### src/rtl/mux8_rr_arbiter_if.sv
// Handshake bundle between eight val/rdy requesters, the arbiter and the
// downstream consumer. The arbiter takes the slave view.
interface mux8_rr_arbiter_if #(
    parameter int p_nbits = 32
);
    logic [7:0]           in_val;
    logic [7:0]           in_rdy;
    logic [8*p_nbits-1:0] in_msg;
    logic                 out_val;
    logic                 out_rdy;
    logic [p_nbits-1:0]   out_msg;
    logic [2:0]           out_src;
    logic [2:0]           grant_sel;

    modport master (
        output in_val, in_msg, out_rdy,
        input  in_rdy, out_val, out_msg, out_src, grant_sel
    );

    modport slave (
        input  in_val, in_msg, out_rdy,
        output in_rdy, out_val, out_msg, out_src, grant_sel
    );
endinterface

### src/rtl/mux8_rr_arbiter.sv
// Round-robin arbiter sharing one 8:1 message mux among eight requesters,
// feeding a single-entry registered output buffer.
module mux8_rr_arbiter #(
    parameter int p_nbits = 32
) (
    input logic              clk,
    input logic              rst,
    mux8_rr_arbiter_if.slave bus
);
    localparam int NUM_LANES = 8;

    logic [NUM_LANES-1:0][p_nbits-1:0] slots;
    logic [2:0]                        ptr;
    logic [2:0]                        sel;
    logic                              val_q;
    logic [p_nbits-1:0]                msg_q;
    logic [2:0]                        src_q;
    logic                              can_accept;

    assign slots = bus.in_msg;

    // Scan from ptr upward with wrap; with nothing valid the select parks on ptr.
    always_comb begin
        logic       found;
        logic [2:0] idx;
        sel   = ptr;
        found = 1'b0;
        idx   = ptr;
        for (int k = 0; k < NUM_LANES; k++) begin
            idx = ptr + 3'(k);
            if (!found && bus.in_val[idx]) begin
                sel   = idx;
                found = 1'b1;
            end
        end
    end

    assign can_accept = (!val_q || bus.out_rdy) && (|bus.in_val) && !rst;

    for (genvar i = 0; i < NUM_LANES; i++) begin : g_rdy
        assign bus.in_rdy[i] = can_accept && (sel == 3'(i));
    end

    always_ff @(posedge clk) begin
        if (rst) begin
            val_q <= 1'b0;
            msg_q <= '0;
            src_q <= '0;
            ptr   <= '0;
        end else if (can_accept) begin
            // Covers both the empty load and the same-edge drain-and-reload.
            val_q <= 1'b1;
            msg_q <= slots[sel];
            src_q <= sel;
            ptr   <= sel + 3'd1;
        end else if (val_q && bus.out_rdy) begin
            val_q <= 1'b0;
        end
    end

    assign bus.out_val   = val_q;
    assign bus.out_msg   = msg_q;
    assign bus.out_src   = src_q;
    assign bus.grant_sel = sel;
endmodule

### src/flat_wrapper.sv
// flat-port wrapper written by rule: the top's interface ports become plain ports
module mux8_rr_arbiter_flat 
#(
    parameter int p_nbits = 32
)
  (clk, rst, bus_in_val, bus_in_msg, bus_out_rdy, bus_in_rdy, bus_out_val, bus_out_msg, bus_out_src, bus_grant_sel);
  mux8_rr_arbiter_if #(.p_nbits(p_nbits)) bus_i ();
  input logic clk;
  input logic rst;
  input wire logic [$bits(bus_i.in_val)-1:0] bus_in_val;
  input wire logic [$bits(bus_i.in_msg)-1:0] bus_in_msg;
  input wire logic [$bits(bus_i.out_rdy)-1:0] bus_out_rdy;
  output wire logic [$bits(bus_i.in_rdy)-1:0] bus_in_rdy;
  output wire logic [$bits(bus_i.out_val)-1:0] bus_out_val;
  output wire logic [$bits(bus_i.out_msg)-1:0] bus_out_msg;
  output wire logic [$bits(bus_i.out_src)-1:0] bus_out_src;
  output wire logic [$bits(bus_i.grant_sel)-1:0] bus_grant_sel;
  assign bus_i.in_val = bus_in_val;
  assign bus_i.in_msg = bus_in_msg;
  assign bus_i.out_rdy = bus_out_rdy;
  assign bus_in_rdy = bus_i.in_rdy;
  assign bus_out_val = bus_i.out_val;
  assign bus_out_msg = bus_i.out_msg;
  assign bus_out_src = bus_i.out_src;
  assign bus_grant_sel = bus_i.grant_sel;
  mux8_rr_arbiter #(.p_nbits(p_nbits)) u_core (.clk(clk), .rst(rst), .bus(bus_i));
endmodule
### config.mk
export PLATFORM = sky130hd
export DESIGN_NAME = mux8_rr_arbiter_flat
export DESIGN_NICKNAME = d
export VERILOG_FILES = /design/src/rtl/mux8_rr_arbiter_if.sv /design/src/rtl/mux8_rr_arbiter.sv /design/src/flat_wrapper.sv
export SDC_FILE = /design/constraint.sdc
export NUM_CORES = 1
export LEC_CHECK = 0
export ABC_CLOCK_PERIOD_IN_PS = 13600
export CORE_UTILIZATION = 40
export DETAILED_ROUTE_END_ITERATION = 7
export GPL_TIMING_DRIVEN = 0
export PLACE_DENSITY = 0.69
export SKIP_LAST_GASP = 1
export SLEW_MARGIN = 20
export SYNTH_ARGS = -nofsm -noshare
export SYNTH_HDL_FRONTEND = slang
export SYNTH_SLANG_ARGS = --single-unit
export TNS_END_PERCENT = 1
### constraint.sdc
create_clock -name clk -period 13.6 [get_ports clk]
set_input_delay 2.04 -clock clk [delete_from_list [all_inputs] [get_ports clk]]
set_output_delay 2.04 -clock clk [all_outputs]
set_load 0.01 [all_outputs]
==> run_results.csv, run 1 <==
group,metric,value,unit
run_status,outcome,"finished with violations",
run_status,violations,"design-rule violations",
pwr,total_power,3.64,mW
critical_path,path_cells,"buf_6 -> clkbuf_1 -> buf_1 -> clkinv_1 -> clkbuf_1 -> clkbuf_1 -> clkbuf_1 -> ha_1 -> buf_6 -> clkbuf_1 -> mux2i_1 -> nand2_1 -> o221ai_1 -> nand3_1 -> o21ai_1 -> and3_1 -> clkbuf_1 -> clkbuf_1 -> o21ai_1 -> nor3_1 -> clkdlybuf4s50_1",
sta,fin_worst_skew,0.0137,ns
clock_tree,ctsHoldBuffers,0,
clock_tree,clk_latency,0.29,ns
clock_tree,h-tree-depth,2,
floorplan,row_count,53,
critical_path,path_depth,21,
placement,place.gp.congestion,0.979,
sta,timing.setup.tns,0,ns
route,avgRoutedWirePerCell,23.0,um
critical_path,cp_num_buf_inv,12,
yosys,netlist_area,8570,um^2
yosys,synth_area_leaders,"o2111ai_1 (13%), dfxtp_1 (9.1%), nand3_1 (7.7%), o21ai_0 (7.6%), o211ai_1 (5.8%)",
sta,fin_crit,10.28,ns
route,first_pass_iters,8,
grt,grt_pass1_wl,66800,um
floorplan,core,21000,um^2
grt,grt_antenna_before_repair,4,
flow_run,maxCapViolCount,0,
critical_path,cpMostUsedCell,"clkbuf_1",
route,drtIter0Drc,1395,
yosys,synth_cell_types,62,
yosys,synth-edff-count,0,
placement,io_buffers,312,
floorplan,start_util,40.8,%
clock_tree,clock-sinks,39,
clock_tree,numCtsBuffers,5,
layout,fill_cells,2034,
grt,grt_pass1_vias,12051,
grt,grt-ovfl-total,0,
clock_tree,postCtsSetupRepairBufs,0,
critical_path,cp_top_family,"buffers and inverters",
critical_path,slowest_stage,"clkdlybuf4s50_1",
sta,hold_violations,0,
sta,max_freq,0.0973,GHz
yosys,synthFlopType,"dfxtp_1",
yosys,syn_avg_cell_area,6.43,um^2
layout,drive_above_1_share,4.42,%
critical_path,slowest_delay,0.56,ns
yosys,synth_top_area_share,13.1,%
sta,slew_viol_final,0,
worst_hold_path,min_path_cells,1,
floorplan,fp.dieH,148,um
critical_path,setup.worst_path.end_class,"primary output",
clock_tree,cts_buffer_depth,2,
grt,grt_start_max_net_pins,13,
yosys,syn_nets,1604,
floorplan,die-area,22000,um^2
critical_path,start_kind,"flop",
critical_path,rr_worst_depth,21,
sta,post-route-period-util,75.6,%
yosys,synth_area_leader_cell,"o2111ai_1",
layout,ff_latch_area,781,um^2
grt,track_usage,38.3,%
yosys,synthTopCellsByCount,"nand3_1 (132), o21ai_0 (130), o2111ai_1 (128)",
yosys,yosysMostFrequentCell,"nand3_1",
route,avgViaCountPerCell,6.77,
critical_path,crit_type,"flop to primary output",
clock_tree,path_clk_slew,0.07,ns
route,drt_wl_total,44400,um
yosys,ys_ff_latch,39,
sta,setup_viol,0,
critical_path,worstPathMaxFanout,10,
pwr,powerDensity,297,nW/um^2
clock_tree,cts-root-buf,"clkbuf_16",
pwr,power_leakage,4.49,nW
layout,multi_input_area,6710,um^2
sta,rsz0062_at_grt,"no",
placement,hpwlAfterDp,34600,um
clock_tree,cts_tree,"done",
floorplan,die_x,148,um
route,drc_errors,2,
route,antenna_left,0,
pwr,ir_worst_vdd,0.136,mV
sta,worstMarginPinSlew,0.979,ns
sta,slew_headroom,34.1,%
worst_hold_path,hold_path_class,"flop to flop",
critical_path,crit_arrival,8.24,ns
layout,nNetsFinal,1923,
clock_tree,cts.repair.resized,0,
floorplan,io_pins,314,
yosys,synthArstFlopShare,0,%
yosys,yosysSeqAreaShare,9.11,%
critical_path,required,11.56,ns
yosys,yosysWarnings,0,
layout,syn2layout_area_growth,42.7,%
yosys,syn_inst,1333,
route,via_count,13050,
==> final timing paths <==
path,slack [ns],start,endpoint
setup / recovery,3.32,u_core.ptr[0],bus_in_rdy[4]
hold reg to reg,0.45,u_core.bus.out_src[2],u_core.bus.out_src[2]
hold / removal,0.45,u_core.bus.out_src[2],u_core.bus.out_src[2]
setup reg to reg,5.76,u_core.ptr[0],u_core.bus.out_msg[18]
==> stage by stage <==
step	instances	setup slack, ns	cell area, um^2	hold WS (ns)	utilization (%)
final	1929	3.32	12200	0.453	58.2
after global routing	1929	2.90	12200	0.464	58.2
after CTS	1928	3.58	12200	0.452	58.2
after detailed placement	1920	3.89	12000	0.438	57.3
after global placement	1920	3.98	12000	0.435	57.3
after floorplan	1333	6.35	8570	0.497	-
==> registers in the layout, summed over array words and instances (netlist names) <==
name	flops
u_core.bus.out_msg	32
u_core.bus.out_src	3
u_core.bus.out_val	1
u_core.ptr	3
==> placed cells by master, fill, tap and decap left out, types with 7 or more instances in the layout <==
cell type        instances
o41ai_1                 32
a21o_1                  34
and3_1                  34
o21ai_0                130
a21oi_1                 74
buf_1                   15
buf_2                   28
inv_1                   68
o2111ai_1              128
nand2_1                112
nor4_1                  64
mux4_2                   7
o211ai_1                66
a31oi_1                 33
a41o_1                  33
mux2i_1                 12
dfxtp_1                 39
a31o_1                  32
nand3_1                132
buf_4                   12
nor2_1                  46
clkbuf_1               126
clkdlybuf4s50_1        312
==> area by class of cell <==
class | instances | area share, %
clock buffer | 6 | 1.05
clock inverter | 2 | 0.491
buffer | 184 | 6.55
multi-input combinational | 1037 | 54.9
tap | 275 | 2.81
timing repair buffer | 312 | 25.5
inverter | 73 | 2.24
antenna | 1 | 0.0205
sequential | 39 | 6.39
==> per-layer routing <==
layer  vias to the layer above  GRT usage (%)  wire, um
met1                      5944           50.1     17300
met4                         2           14.9      1770
li1                       5937              -         -
met5                         -              0        12
met2                      1017           62.0     20000
met3                       150           7.09      5300
==> logic make-up after synthesis <==
family          synth area share [%]
flops                           9.11
xor+xnor                       0.409
buf+inv                         12.5
simple gates                    24.0
fa+ha+maj                      0.584
mux                             4.03
compound gates                  49.3
==> where the power goes <==
group / leakage [nW] / switching, mW / internal, mW
Clock: 0.0911 / 0.0486 / 0.105
Combinational: 4.08 / 2.19 / 1.10
Sequential: 0.324 / 0.0275 / 0.165
Total: 4.49 / 2.26 / 1.37
(Power assumes the default switching activity.)
==> run 2, diff against run 1 <==
ABC_CLOCK_PERIOD_IN_PS = 8400   (was 13600)
PLACE_DENSITY = 0.72   (was 0.69)
clock period = 8.4 ns   (was 13.6 ns; I/O delays follow)
==> run_results.csv, run 2 (synthesis results as in run 1) <==
group,metric,value,unit
run_status,outcome,"finished clean",
grt,grt_start_max_net_pins,13,
route,first_pass_iters,8,
critical_path,crit_arrival,6.96,ns
clock_tree,h-tree-depth,2,
route,antenna_left,0,
sta,fin_crit,8.22,ns
critical_path,timing.rr.end,"u_core.bus.out_msg[11]",
critical_path,setup.worst_path.end_class,"primary output",
critical_path,required,7.14,ns
grt,grt_pass1_wl,66600,um
sta,max_freq,0.122,GHz
layout,diodes,0,
pwr,ir_worst_vdd,0.234,mV
floorplan,io_pins,314,
pwr,powerDensity,480,nW/um^2
route,avgViaCountPerCell,6.72,
pwr,power_leakage,4.52,nW
grt,grt_antenna_before_repair,0,
critical_path,crit_type,"flop to primary output",
layout,final_common_cell,"clkdlybuf4s50_1",
placement,io_buffers,312,
placement,hpwlAfterDp,34500,um
clock_tree,path_clk_slew,0.06,ns
critical_path,worstPathMaxFanout,10,
grt,grt-ovfl-total,0,
clock_tree,cts_tree,"done",
critical_path,start_kind,"flop",
layout,nNetsFinal,1924,
sta,hold_violations,0,
worst_hold_path,holdPathEnd,"u_core.bus.out_src[2]",
floorplan,start_util,40.8,%
sta,post-route-period-util,97.9,%
floorplan,core,21000,um^2
layout,layout_common_cells,"clkdlybuf4s50_1 (312), nand3_1 (131), o21ai_0 (130), o2111ai_1 (128), clkbuf_1 (122)",
clock_tree,clk_latency,0.28,ns
sta,slew_headroom,34.6,%
placement,place.gp.congestion,0.967,
flow_run,maxCapViolCount,0,
sta,setup_viol,0,
worst_hold_path,min-delay-start,"u_core.bus.out_src[2]",
placement,pre_cts_ws,-0.578,ns
route,drtIter0Drc,1648,
route,drc_errors,0,
floorplan,fp.dieH,148,um
grt,track_usage,38.2,%
grt,grt_pass1_vias,11848,
layout,fin_cells,1929,
layout,syn2layout_area_growth,43.2,%
route,drt_wl_total,44400,um
route,via_count,12964,
floorplan,row_count,53,
route,avgRoutedWirePerCell,23.0,um
critical_path,reg2reg_from,"u_core.ptr[0]",
clock_tree,ctsHoldBuffers,0,
clock_tree,numCtsBuffers,5,
layout,largest_reg_flops,32,
worst_hold_path,min_path_cells,1,
clock_tree,clock-sinks,39,
critical_path,reg2reg_slack,1.32,ns
layout,drive_above_1_share,5.14,%
placement,placedCellCount,1920,
clock_tree,cts-root-buf,"clkbuf_16",
clock_tree,cts_buffer_depth,2,
critical_path,rr_worst_depth,20,
floorplan,die-area,22000,um^2
floorplan,die_x,148,um
sta,fin_ws,0.175,ns
worst_hold_path,hold_path_class,"flop to flop",
sta,fin_hold_ws,0.461,ns
sta,slew_viol_final,0,
sta,fin_worst_skew,0.00953,ns
sta,rsz0062_at_grt,"yes",
sta,worstMarginPinSlew,0.973,ns
## run 2: power breakdown
part	switching, mW	leakage, nW	total [mW]	internal [mW]
clock network	0.0745	0.0911	0.245	0.170
logic	3.54	4.11	5.34	1.80
registers	0.0395	0.324	0.306	0.267
total	3.66	4.52	5.89	2.23
## run 2: area by class of cell
cell class / count / area (um^2)
buffer: 184 / 808
inverter: 73 / 278
tap: 275 / 344
multi-input combinational: 1037 / 6740
fill: 2104 / 8750
clock inverter: 2 / 60.1
timing repair buffer: 313 / 3130
clock buffer: 6 / 129
sequential: 39 / 781
## run 2: stage by stage
stage          power (mW)  setup TNS (ns)  util [%]  cell area, um^2
2_1_floorplan        3.63               0         -             8570
3_3_place_gp         5.36           -1.93      57.3            12000
3_5_place_dp         5.39           -3.29      57.3            12000
4_1_cts              5.65               0      58.2            12200
5_1_grt              6.19        -0.00596      58.4            12300
6_report             5.89               0      58.4            12300
## run 2: worst max-delay path by stage
stage	startpoint	to	slack [ns]
5_1_grt	u_core.ptr[0]	bus_in_rdy[6]	-0.006
3_5_place_dp	u_core.ptr[0]	bus_in_rdy[4]	-0.58
4_1_cts	u_core.ptr[0]	bus_in_rdy[6]	0.13
2_1_floorplan	u_core.ptr[0]	bus_in_rdy[5]	1.93
3_3_place_gp	u_core.ptr[0]	bus_in_rdy[4]	-0.44
6_report	u_core.ptr[0]	bus_in_rdy[6]	0.18
## run 2: timing repair
action,CTS,global route
pin swaps,0,1
endpoints found under the setup margin,10,9
resized for setup,7,5
buffers inserted,0,1
## run 2: layer usage
metal / global-route usage (%) / part of all wire, % / up-vias
li1: - / - / 5927
met4: 13.2 / 3.8 / 0
met1: 50.4 / 39 / 5892
met3: 7.52 / 12 / 136
met2: 61.8 / 45 / 1009
met5: 0 / 0 / -
## run 2: worst max-delay path: stages, from the launching register on
cell and delay (ns):
dfxtp_1 0.32, buf_6 0.14, clkbuf_2 0.20, buf_2 0.26, clkinvlp_4 0.21, clkbuf_1 0.43
clkbuf_1 0.52, clkbuf_2 0.41, ha_1 0.30, buf_6 0.14, mux2_1 0.35, mux4_2 0.54
nand2b_4 0.19, a21oi_2 0.43, nand2_1 0.17, o32a_1 0.19, buf_4 0.17, inv_2 0.07
buf_2 0.30, buf_1 0.39, nand2_1 0.14, nor3_1 0.19, clkdlybuf4s50_1 0.57
